### config.mk
export PLATFORM = sky130hd
export DESIGN_NAME = multicycle_control_unit
export DESIGN_NICKNAME = d
export VERILOG_FILES = /design/src/rtl/multicycle_pkg.sv /design/src/rtl/cu_opcode_decode.sv /design/src/rtl/multicycle_control_unit.sv
export SDC_FILE = /design/constraint.sdc
export NUM_CORES = 1
export LEC_CHECK = 0
export ABC_AREA = 1
export CORE_MARGIN = 2
export CORE_UTILIZATION = 38
export DETAILED_ROUTE_END_ITERATION = 16
export GPL_TIMING_DRIVEN = 0
export PLACE_DENSITY = 0.74
export SLEW_MARGIN = 20
export SYNTH_ARGS = -nofsm -noshare
export SYNTH_HDL_FRONTEND = slang
export SYNTH_SLANG_ARGS = --single-unit
### constraint.sdc
create_clock -name clk -period 1.9 [get_ports clk]
set_clock_uncertainty 0.2 [all_clocks]
set_input_delay 0.38 -clock clk [delete_from_list [all_inputs] [get_ports clk]]
set_output_delay 0.38 -clock clk [all_outputs]
set_load 0.005 [all_outputs]
### src/rtl/multicycle_pkg.sv
// Shared definitions for the multicycle CPU control unit.
//   - opcode values of the supported instruction set
//   - FSM state encodings (visible on the debug 'state' port)
//   - instruction class produced by the opcode decoder
//   - ALUOp and PCSrc select codes driven into the datapath
package multicycle_pkg;

    localparam int OPC_W = 6;

    localparam logic [OPC_W-1:0] OP_ADD   = 6'b000000;
    localparam logic [OPC_W-1:0] OP_SUB   = 6'b000001;
    localparam logic [OPC_W-1:0] OP_ADDI  = 6'b000010;
    localparam logic [OPC_W-1:0] OP_OR    = 6'b010000;
    localparam logic [OPC_W-1:0] OP_AND   = 6'b010001;
    localparam logic [OPC_W-1:0] OP_ORI   = 6'b010010;
    localparam logic [OPC_W-1:0] OP_SLL   = 6'b011000;
    localparam logic [OPC_W-1:0] OP_SLT   = 6'b100110;
    localparam logic [OPC_W-1:0] OP_SLTIU = 6'b100111;
    localparam logic [OPC_W-1:0] OP_SW    = 6'b110000;
    localparam logic [OPC_W-1:0] OP_LW    = 6'b110001;
    localparam logic [OPC_W-1:0] OP_BEQ   = 6'b110100;
    localparam logic [OPC_W-1:0] OP_J     = 6'b111000;
    localparam logic [OPC_W-1:0] OP_JR    = 6'b111001;
    localparam logic [OPC_W-1:0] OP_JAL   = 6'b111010;

    typedef enum logic [2:0] {
        S_IF     = 3'b000,
        S_ID     = 3'b001,
        S_EXE_LS = 3'b010,
        S_MEM    = 3'b011,
        S_WB_LD  = 3'b100,
        S_EXE_BR = 3'b101,
        S_EXE_AL = 3'b110,
        S_WB_AL  = 3'b111
    } state_t;

    typedef enum logic [3:0] {
        CL_NOP, CL_ALU, CL_ALUI, CL_LW, CL_SW,
        CL_BEQ, CL_J, CL_JR, CL_JAL, CL_HALT
    } iclass_t;

    localparam logic [2:0] ALU_ADD  = 3'b000;
    localparam logic [2:0] ALU_SUB  = 3'b001;
    localparam logic [2:0] ALU_SLL  = 3'b010;
    localparam logic [2:0] ALU_OR   = 3'b011;
    localparam logic [2:0] ALU_AND  = 3'b100;
    localparam logic [2:0] ALU_SLT  = 3'b101;
    localparam logic [2:0] ALU_SLTU = 3'b110;

    localparam logic [1:0] PC_NEXT   = 2'b00;
    localparam logic [1:0] PC_BRANCH = 2'b01;
    localparam logic [1:0] PC_RS     = 2'b10;
    localparam logic [1:0] PC_JUMP   = 2'b11;

endpackage

### src/rtl/cu_opcode_decode.sv
// Combinational opcode decoder.
//   opcode    : IR[31:26]
//   cls       : instruction class (iclass_t encoding)
//   alu_op    : ALU operation for the execute/memory-address phase
//   ext_sel   : 1 = sign-extend imm16, 0 = zero-extend
//   alu_src_a : 1 = shift amount instead of rs
//   alu_src_b : 1 = extended immediate instead of rt
module cu_opcode_decode
    import multicycle_pkg::*;
#(
    parameter int                  OPCODE_W = 6,
    parameter logic [OPCODE_W-1:0] HALT_OP  = 6'b111111
) (
    input  logic [OPCODE_W-1:0] opcode,
    output logic [3:0]          cls,
    output logic [2:0]          alu_op,
    output logic                ext_sel,
    output logic                alu_src_a,
    output logic                alu_src_b
);

    always_comb begin
        cls       = CL_NOP;
        alu_op    = ALU_ADD;
        ext_sel   = 1'b0;
        alu_src_a = 1'b0;
        alu_src_b = 1'b0;
        if (opcode == HALT_OP) begin
            cls = CL_HALT;
        end else begin
            case (opcode)
                OP_ADD:   begin cls = CL_ALU;  alu_op = ALU_ADD; end
                OP_SUB:   begin cls = CL_ALU;  alu_op = ALU_SUB; end
                OP_OR:    begin cls = CL_ALU;  alu_op = ALU_OR;  end
                OP_AND:   begin cls = CL_ALU;  alu_op = ALU_AND; end
                OP_SLT:   begin cls = CL_ALU;  alu_op = ALU_SLT; end
                OP_SLL:   begin cls = CL_ALU;  alu_op = ALU_SLL; alu_src_a = 1'b1; end
                OP_ADDI:  begin cls = CL_ALUI; alu_op = ALU_ADD;  alu_src_b = 1'b1; ext_sel = 1'b1; end
                OP_ORI:   begin cls = CL_ALUI; alu_op = ALU_OR;   alu_src_b = 1'b1; end
                OP_SLTIU: begin cls = CL_ALUI; alu_op = ALU_SLTU; alu_src_b = 1'b1; ext_sel = 1'b1; end
                OP_LW:    begin cls = CL_LW;   alu_op = ALU_ADD;  alu_src_b = 1'b1; ext_sel = 1'b1; end
                OP_SW:    begin cls = CL_SW;   alu_op = ALU_ADD;  alu_src_b = 1'b1; ext_sel = 1'b1; end
                OP_BEQ:   begin cls = CL_BEQ;  alu_op = ALU_SUB;  ext_sel = 1'b1; end
                OP_J:     cls = CL_J;
                OP_JR:    cls = CL_JR;
                OP_JAL:   cls = CL_JAL;
                default:  cls = CL_NOP;
            endcase
        end
    end

endmodule

### src/rtl/multicycle_control_unit.sv
// Sequencing FSM for the multicycle CPU datapath.
//   clk, reset (async, active-low)
//   opcode, zero          : IR opcode and ALU zero flag
//   PCWre..PCSrc          : datapath enables and mux selects (combinational)
//   state                 : current FSM state (debug)
//   halted                : set by HALT_OP, cleared only by reset
module multicycle_control_unit
    import multicycle_pkg::*;
#(
    parameter int                  OPCODE_W = 6,
    parameter logic [OPCODE_W-1:0] HALT_OP  = 6'b111111
) (
    input  logic                clk,
    input  logic                reset,
    input  logic [OPCODE_W-1:0] opcode,
    input  logic                zero,
    output logic                PCWre,
    output logic                IRWre,
    output logic                InsMemRW,
    output logic                ALUSrcA,
    output logic                ALUSrcB,
    output logic [2:0]          ALUOp,
    output logic                ExtSel,
    output logic                RegWre,
    output logic [1:0]          RegDst,
    output logic                WrRegDSrc,
    output logic                DBDataSrc,
    output logic                mRD,
    output logic                mWR,
    output logic [1:0]          PCSrc,
    output logic [2:0]          state,
    output logic                halted
);

    state_t     state_q, state_d;
    logic       halted_q, halted_d;
    logic [3:0] cls;
    logic [2:0] dec_alu_op;
    logic       dec_ext, dec_src_a, dec_src_b;

    cu_opcode_decode #(
        .OPCODE_W(OPCODE_W),
        .HALT_OP (HALT_OP)
    ) u_decode (
        .opcode   (opcode),
        .cls      (cls),
        .alu_op   (dec_alu_op),
        .ext_sel  (dec_ext),
        .alu_src_a(dec_src_a),
        .alu_src_b(dec_src_b)
    );

    always_ff @(posedge clk or negedge reset) begin
        if (!reset) begin
            state_q  <= S_IF;
            halted_q <= 1'b0;
        end else begin
            state_q  <= state_d;
            halted_q <= halted_d;
        end
    end

    always_comb begin
        state_d  = state_q;
        halted_d = halted_q;
        case (state_q)
            S_IF: state_d = S_ID;
            S_ID: begin
                if (halted_q) begin
                    state_d = S_ID;
                end else begin
                    case (cls)
                        CL_ALU, CL_ALUI: state_d = S_EXE_AL;
                        CL_BEQ:          state_d = S_EXE_BR;
                        CL_LW, CL_SW:    state_d = S_EXE_LS;
                        CL_HALT: begin
                            state_d  = S_ID;
                            halted_d = 1'b1;
                        end
                        default:         state_d = S_IF;
                    endcase
                end
            end
            S_EXE_AL: state_d = S_WB_AL;
            S_WB_AL:  state_d = S_IF;
            S_EXE_BR: state_d = S_IF;
            S_EXE_LS: state_d = S_MEM;
            S_MEM:    state_d = (cls == CL_LW) ? S_WB_LD : S_IF;
            S_WB_LD:  state_d = S_IF;
            default:  state_d = S_IF;
        endcase
    end

    always_comb begin
        // The PC advances on the last cycle of every instruction, which is
        // exactly the cycle whose successor is IF; halt never returns to IF.
        PCWre     = (state_d == S_IF);
        IRWre     = 1'b0;
        InsMemRW  = 1'b0;
        ALUSrcA   = 1'b0;
        ALUSrcB   = 1'b0;
        ALUOp     = ALU_ADD;
        ExtSel    = 1'b0;
        RegWre    = 1'b0;
        RegDst    = 2'b00;
        WrRegDSrc = 1'b0;
        DBDataSrc = 1'b0;
        mRD       = 1'b0;
        mWR       = 1'b0;
        PCSrc     = PC_NEXT;
        case (state_q)
            S_IF: begin
                IRWre    = 1'b1;
                InsMemRW = 1'b1;
            end
            S_ID: begin
                if (!halted_q) begin
                    case (cls)
                        CL_J:  PCSrc = PC_JUMP;
                        CL_JR: PCSrc = PC_RS;
                        CL_JAL: begin
                            PCSrc  = PC_JUMP;
                            RegWre = 1'b1;
                        end
                        default: ;
                    endcase
                end
            end
            S_EXE_AL, S_WB_AL: begin
                // ALU selects are held through write-back so the result stays valid.
                ALUSrcA = dec_src_a;
                ALUSrcB = dec_src_b;
                ALUOp   = dec_alu_op;
                ExtSel  = dec_ext;
                if (state_q == S_WB_AL) begin
                    RegWre    = 1'b1;
                    WrRegDSrc = 1'b1;
                    RegDst    = (cls == CL_ALU) ? 2'b10 : 2'b01;
                end
            end
            S_EXE_BR: begin
                ALUOp  = dec_alu_op;
                ExtSel = dec_ext;
                PCSrc  = zero ? PC_BRANCH : PC_NEXT;
            end
            S_EXE_LS, S_MEM, S_WB_LD: begin
                // Address computation held until the access completes.
                ALUSrcB = dec_src_b;
                ALUOp   = dec_alu_op;
                ExtSel  = dec_ext;
                if (state_q == S_MEM) begin
                    mRD = (cls == CL_LW);
                    mWR = (cls == CL_SW);
                end
                if (state_q == S_WB_LD) begin
                    DBDataSrc = 1'b1;
                    RegDst    = 2'b01;
                    RegWre    = 1'b1;
                    WrRegDSrc = 1'b1;
                end
            end
            default: ;
        endcase
    end

    assign state  = state_q;
    assign halted = halted_q;

endmodule

Word-level counts from Yosys, hierarchy flattened
Cells that the tools add are included.

word-level totals
  register bits after elaboration = 4
  input port bits = 9
  output and inout bits = 22

operators by class
  eq/ne operators = 31
  multiplexer cells = 40
  reduce and logical (&&, ||, !) cells = 17

operator list
  cell                                                  count
  equality test 6 bit (second input constant)           9
  one-hot mux 3 bit (6 select lines)                    2
  one-hot mux 4 bit (8 select lines)                    1
  equality test 6 x 5 -> 1 bit (second input constant)  4
  two-way mux 1 bit                                     23
  equality test 4 x 3 -> 1 bit (second input constant)  4
  OR reduction 5 bit                                    3
  equality test 3 bit (second input constant)           4
  two-way mux 3 bit                                     4
  one-hot mux 2 bit (2 select lines)                    3
  one-hot mux 3 bit (4 select lines)                    1
  OR reduction 2 bit                                    6
  OR reduction 6 bit                                    2
  OR reduction 3 bit                                    3
  equality test 4 x 2 -> 1 bit (second input constant)  2
  equality test 4 bit (second input constant)           2
  equality test 3 x 2 -> 1 bit (second input constant)  2
  equality test 6 x 1 -> 1 bit (second input constant)  1
  equality test 6 x 2 -> 1 bit (second input constant)  1
  logical NOT 3 bit                                     2
  logical NOT 6 bit                                     1
  two-way mux 2 bit                                     3
  equality test 4 x 1 -> 1 bit (second input constant)  1
  two-way mux 4 bit                                     1
  other kinds (3)                                       3

Logic depth before layout (Yosys ltp)
  word-level depth = 10
  mapped depth = 10

Modules after synthesis
A second synthesis with hierarchy kept.

unflattened totals
  cell total of the unflattened synthesis = 141
  area total of the unflattened synthesis = 739.5 µm²

modules (own cells, without submodules)
  module                   cells each  area an instance (µm²)  times used
  multicycle_control_unit  81          466.7                   1
  cu_opcode_decode         60          272.8                   1

Worst setup path before layout
OpenSTA, ideal clock, no wires.

  kind = register -> output
  from = register state_q[1] (netlist: state[1])
  to = output port InsMemRW
  data required time = 1320 ps
  slack = 218 ps
  path buffers = 2
  data arrival time = 1102 ps
  cell stages (with the launch flop) = 6
  path through = dfrtp_1 -> buf_4 -> nor2_1 -> inv_1 -> nor2_1 -> buf_4

between the ends
  cells in the longest elaborated chain, start to end = 2

RTL lines
  item                    RTL line                       text
  from (decl)             multicycle_control_unit.sv:35  state_t state_q, state_d;
  from (signal assigned)  multicycle_control_unit.sv:58  state_q <= state_d;
  logical NOT 3 bit       n/a
  two-way mux 1 bit       n/a
  to (decl)               multicycle_control_unit.sv:19  output logic InsMemRW,

No other way between the ends.

Final worst setup path
  from = register state_q[0] (netlist: state[0])
  to = output port PCWre

between the ends
  cells in the longest elaborated chain, start to end = 4
  elaborated cells between the ends (all ways) = 11
  those cells by class = eq/ne (7); mux (1); reduce/logical (3)

RTL lines
  item                                    RTL line                       text
  equality test 3 bit                     multicycle_control_unit.sv:66  case (state_q)
  OR reduction 3 bit (no source line)     n/a
  one-hot mux 3 bit (6 select lines) (*)  multicycle_control_unit.sv:66
  logical NOT 3 bit (*)                   multicycle_control_unit.sv:97  PCWre = (state_d == S_IF);
  to (decl)                               multicycle_control_unit.sv:17  output logic PCWre,

Every way passes the cells marked *; elsewhere a longest branch is shown, timed or not.

==> key figures <==
Clock tree
  • Clock insertion delay at the later pin of the skew report: 220 ps
  • Num CTS Buffers: 3
  • CTS tree: yes
  • Max Root-Sink Buffers: 2
  • TritonCTS Sinks: 4
  • CTS Root Cell: clkbuf_4
  • H-tree Lvls: 1
  • Worst-path clk slew: 30 ps

Placed design
  • Port bufs: 30
  • RePlAce Congestion: 0.842
  • Final HPWL DP: 1.43 mm

Synth
  • Post-synthesis register bit count: 4
  • Post-synthesis sequential area ratio: 16.7%
  • Syn Nets: 115
  • Cell count after synthesis: 106
  • Top cells by area, synth: dfrtp_1 17%, nand2_1 14%, nand3_1 10%, inv_1 10%, nor2_2 9.4%
  • Yosys Warn Count: 0
  • Post-synth top area share: 16.7%
  • Post-synth cell types: 20
  • Syn Area/Cell: 5.67 um^2
  • Syn Std Cell Area: 601 um^2
  • Leading area contributor after synthesis: dfrtp_1

Layout
  • Highest-count cells in the layout ignoring fill and taps: 23 x buf_4, 15 x nor2_4, 15 x nand2_1
  • Leading cell type in the layout, fill and taps excluded: buf_4
  • Share of cells above drive strength 1: 65.4%
  • Nets: 173
  • Synthesis-to-finish area growth: 117%
  • Diode count: 0

Setup path
  • Critical R2R Launch: state[0]
  • Slowest stage cell, crit path: dfrtp_2
  • Crit path cell chain: inv_4 -> nor2_4 -> nand2_4 -> nor2_4 -> nand2_2 -> nand3_2 -> nor2_1 -> buf_2
  • Worst Setup SP: state[0]
  • Setup crit start kind: flip-flop
  • Critical Path Max Stage Delay: 480 ps
  • WP data arrival: 1510 ps
  • Reg-to-reg setup timing slack: 430 ps
  • CP Capture Type: primary output
  • Worst EP required: 1320 ps
  • Critical path peak fanout: 5
  • Buffers & Inverters on Critical Path: 2
  • CP Class: flip-flop to primary output
  • Family with the most delay on the worst path: simple AND/OR/NAND/NOR gates
  • Most common cell on crit path: nor2_4

Route
  • Final wirelength: 2.94 mm
  • Per-cell routed wire length: 16.5 um
  • First DRT Iteration DRCs: 24
  • Drt first pass iters: 4
  • Vias per cell: 5.76
  • Drc violations: 0
  • Via count: 1,025
  • Detail Route Antenna Nets: 0

Global route
  • Largest net degree at the start of global routing: 8
  • GR Util All Layers: 23.8%
  • GR Layer Usage met2: 41.5%
  • Initial antenna violation count: 0
  • Grt ovf: 0
  • Vias in the first global route: 867
  • First-pass GRT wire length: 3.44 mm
  • Layer with the highest usage: met2
  • Met3 GRT Util: 4.17%
  • Grt met1 use: 27.4%

Floorplanning
  • Die ar.: 1910 um^2
  • Core area: 1490 um^2
  • Row cnt: 14
  • Die height: 43.8 um
  • Starting density of the core: 40.3%
  • Top-Level Pins: 31
  • Die Span X: 43.8 um

Timing
  • RSZ-0062 raised after global routing: yes
  • Rel. slew slack: 81.2%
  • Final number of max-transition violations: 0
  • Setup TNS: -1030 ps
  • Min Tclk post-route: 2090 ps
  • # setup viols final: 13
  • Worst Tran Pin Value: 282 ps
  • FMAX: 0.478 GHz
  • Period utilization: 110%
  • Final WS setup: -193 ps
  • Final Hold Fails: 0

Power
  • PwrDens: 219 nW/um^2
  • Lkg Pwr: 0.666 nW
  • Peak supply drop: 0.295 mV
  • Final Total Pwr: 287 uW

Run status
  • Outcome: finished with violations
  • Failing checks: setup timing

Run
  • MaxCap Viol Count: 0

Hold path
  • Min-delay worst type: primary input to async pin
-- timing repair --
item | CTS | global route
resized for setup | 111 | 49
endpoints found under the setup margin | 18 | 16
hold buffers | 0 | 0
pin swaps | 16 | 19
setup buffers | 15 | 8
-- flip-flops by register name (all words and copies together), names as in the netlist --
| register | count |
|---|---|
| halted | 1 |
| state | 3 |
-- cells by family (layout without fill, tap and decap cells) --
| group | after synthesis | in the layout | share of synthesized area, % |
|---|---|---|---|
| and+or+nand+nor | 67 | 67 | 54.0 |
| AOI/OAI and AO/OA | 10 | 10 | 12.5 |
| DFF | 4 | 4 | 16.7 |
| buffers and inverters | 25 | 81 | 16.9 |
-- layer usage --
metal	part of all wire (%)	wire, um
met4	1.2	34
met5	0	0
met3	6.5	191
met2	52	1530
met1	40	1190
-- cell type report --
| type | instances | area, um^2 |
|---|---|---|
| Tap cell | 16 | 20.0 |
| Sequential cell | 4 | 103 |
| Timing Repair Buffer | 53 | 429 |
| Clock buffer | 3 | 22.5 |
| Inverter | 23 | 106 |
| Multi-Input combinational cell | 77 | 607 |
| Fill cell | 80 | 183 |
| Buffer | 2 | 18.8 |
-- final timing paths --
check,to,cells past startpoint
max in group asynchronous,state[2],1
min,halted,1
max reg2reg,state[2],7
max,PCWre,8
min in group clk,halted,3
min reg2reg,halted,2
-- Yosys cell counts --
| cell | count |
|---|---|
| buf_4 | 2 |
| nor3_1 | 3 |
| a31oi_1 | 1 |
| nand2_2 | 2 |
| nor3_2 | 1 |
| nand4_1 | 3 |
| inv_2 | 7 |
| nand2_1 | 23 |
| dfrtp_1 | 4 |
| a211oi_2 | 1 |
| nor2_2 | 9 |
| inv_1 | 16 |
| nor2_1 | 12 |
| o311ai_1 | 1 |
| a41oi_1 | 2 |
| nand3_1 | 12 |
| o21a_1 | 1 |
| a22oi_1 | 1 |
| nand3_2 | 2 |
| o21ai_0 | 3 |
-- per-stage QoR --
step | setup WS [ps] | hold WS, ps | cells | cell area [um^2] | utilization, %
floorplan | 218 | -116 | 106 | 601 | -
global placement | -851 | 386 | 152 | 921 | 61.8
detailed placement | -856 | 386 | 152 | 921 | 61.8
CTS | -224 | 142 | 170 | 1130 | 75.6
global route | -254 | 168 | 178 | 1310 | 87.7
finish | -193 | 151 | 178 | 1310 | 87.7
-- power by group --
part           total [mW]  switching, mW  internal [mW]
combinational       0.103         0.0617         0.0416
sequential         0.0857              0         0.0857
clock              0.0976         0.0275         0.0701
total               0.287         0.0892          0.197
Note: power is estimated with default switching activity, not from simulation.
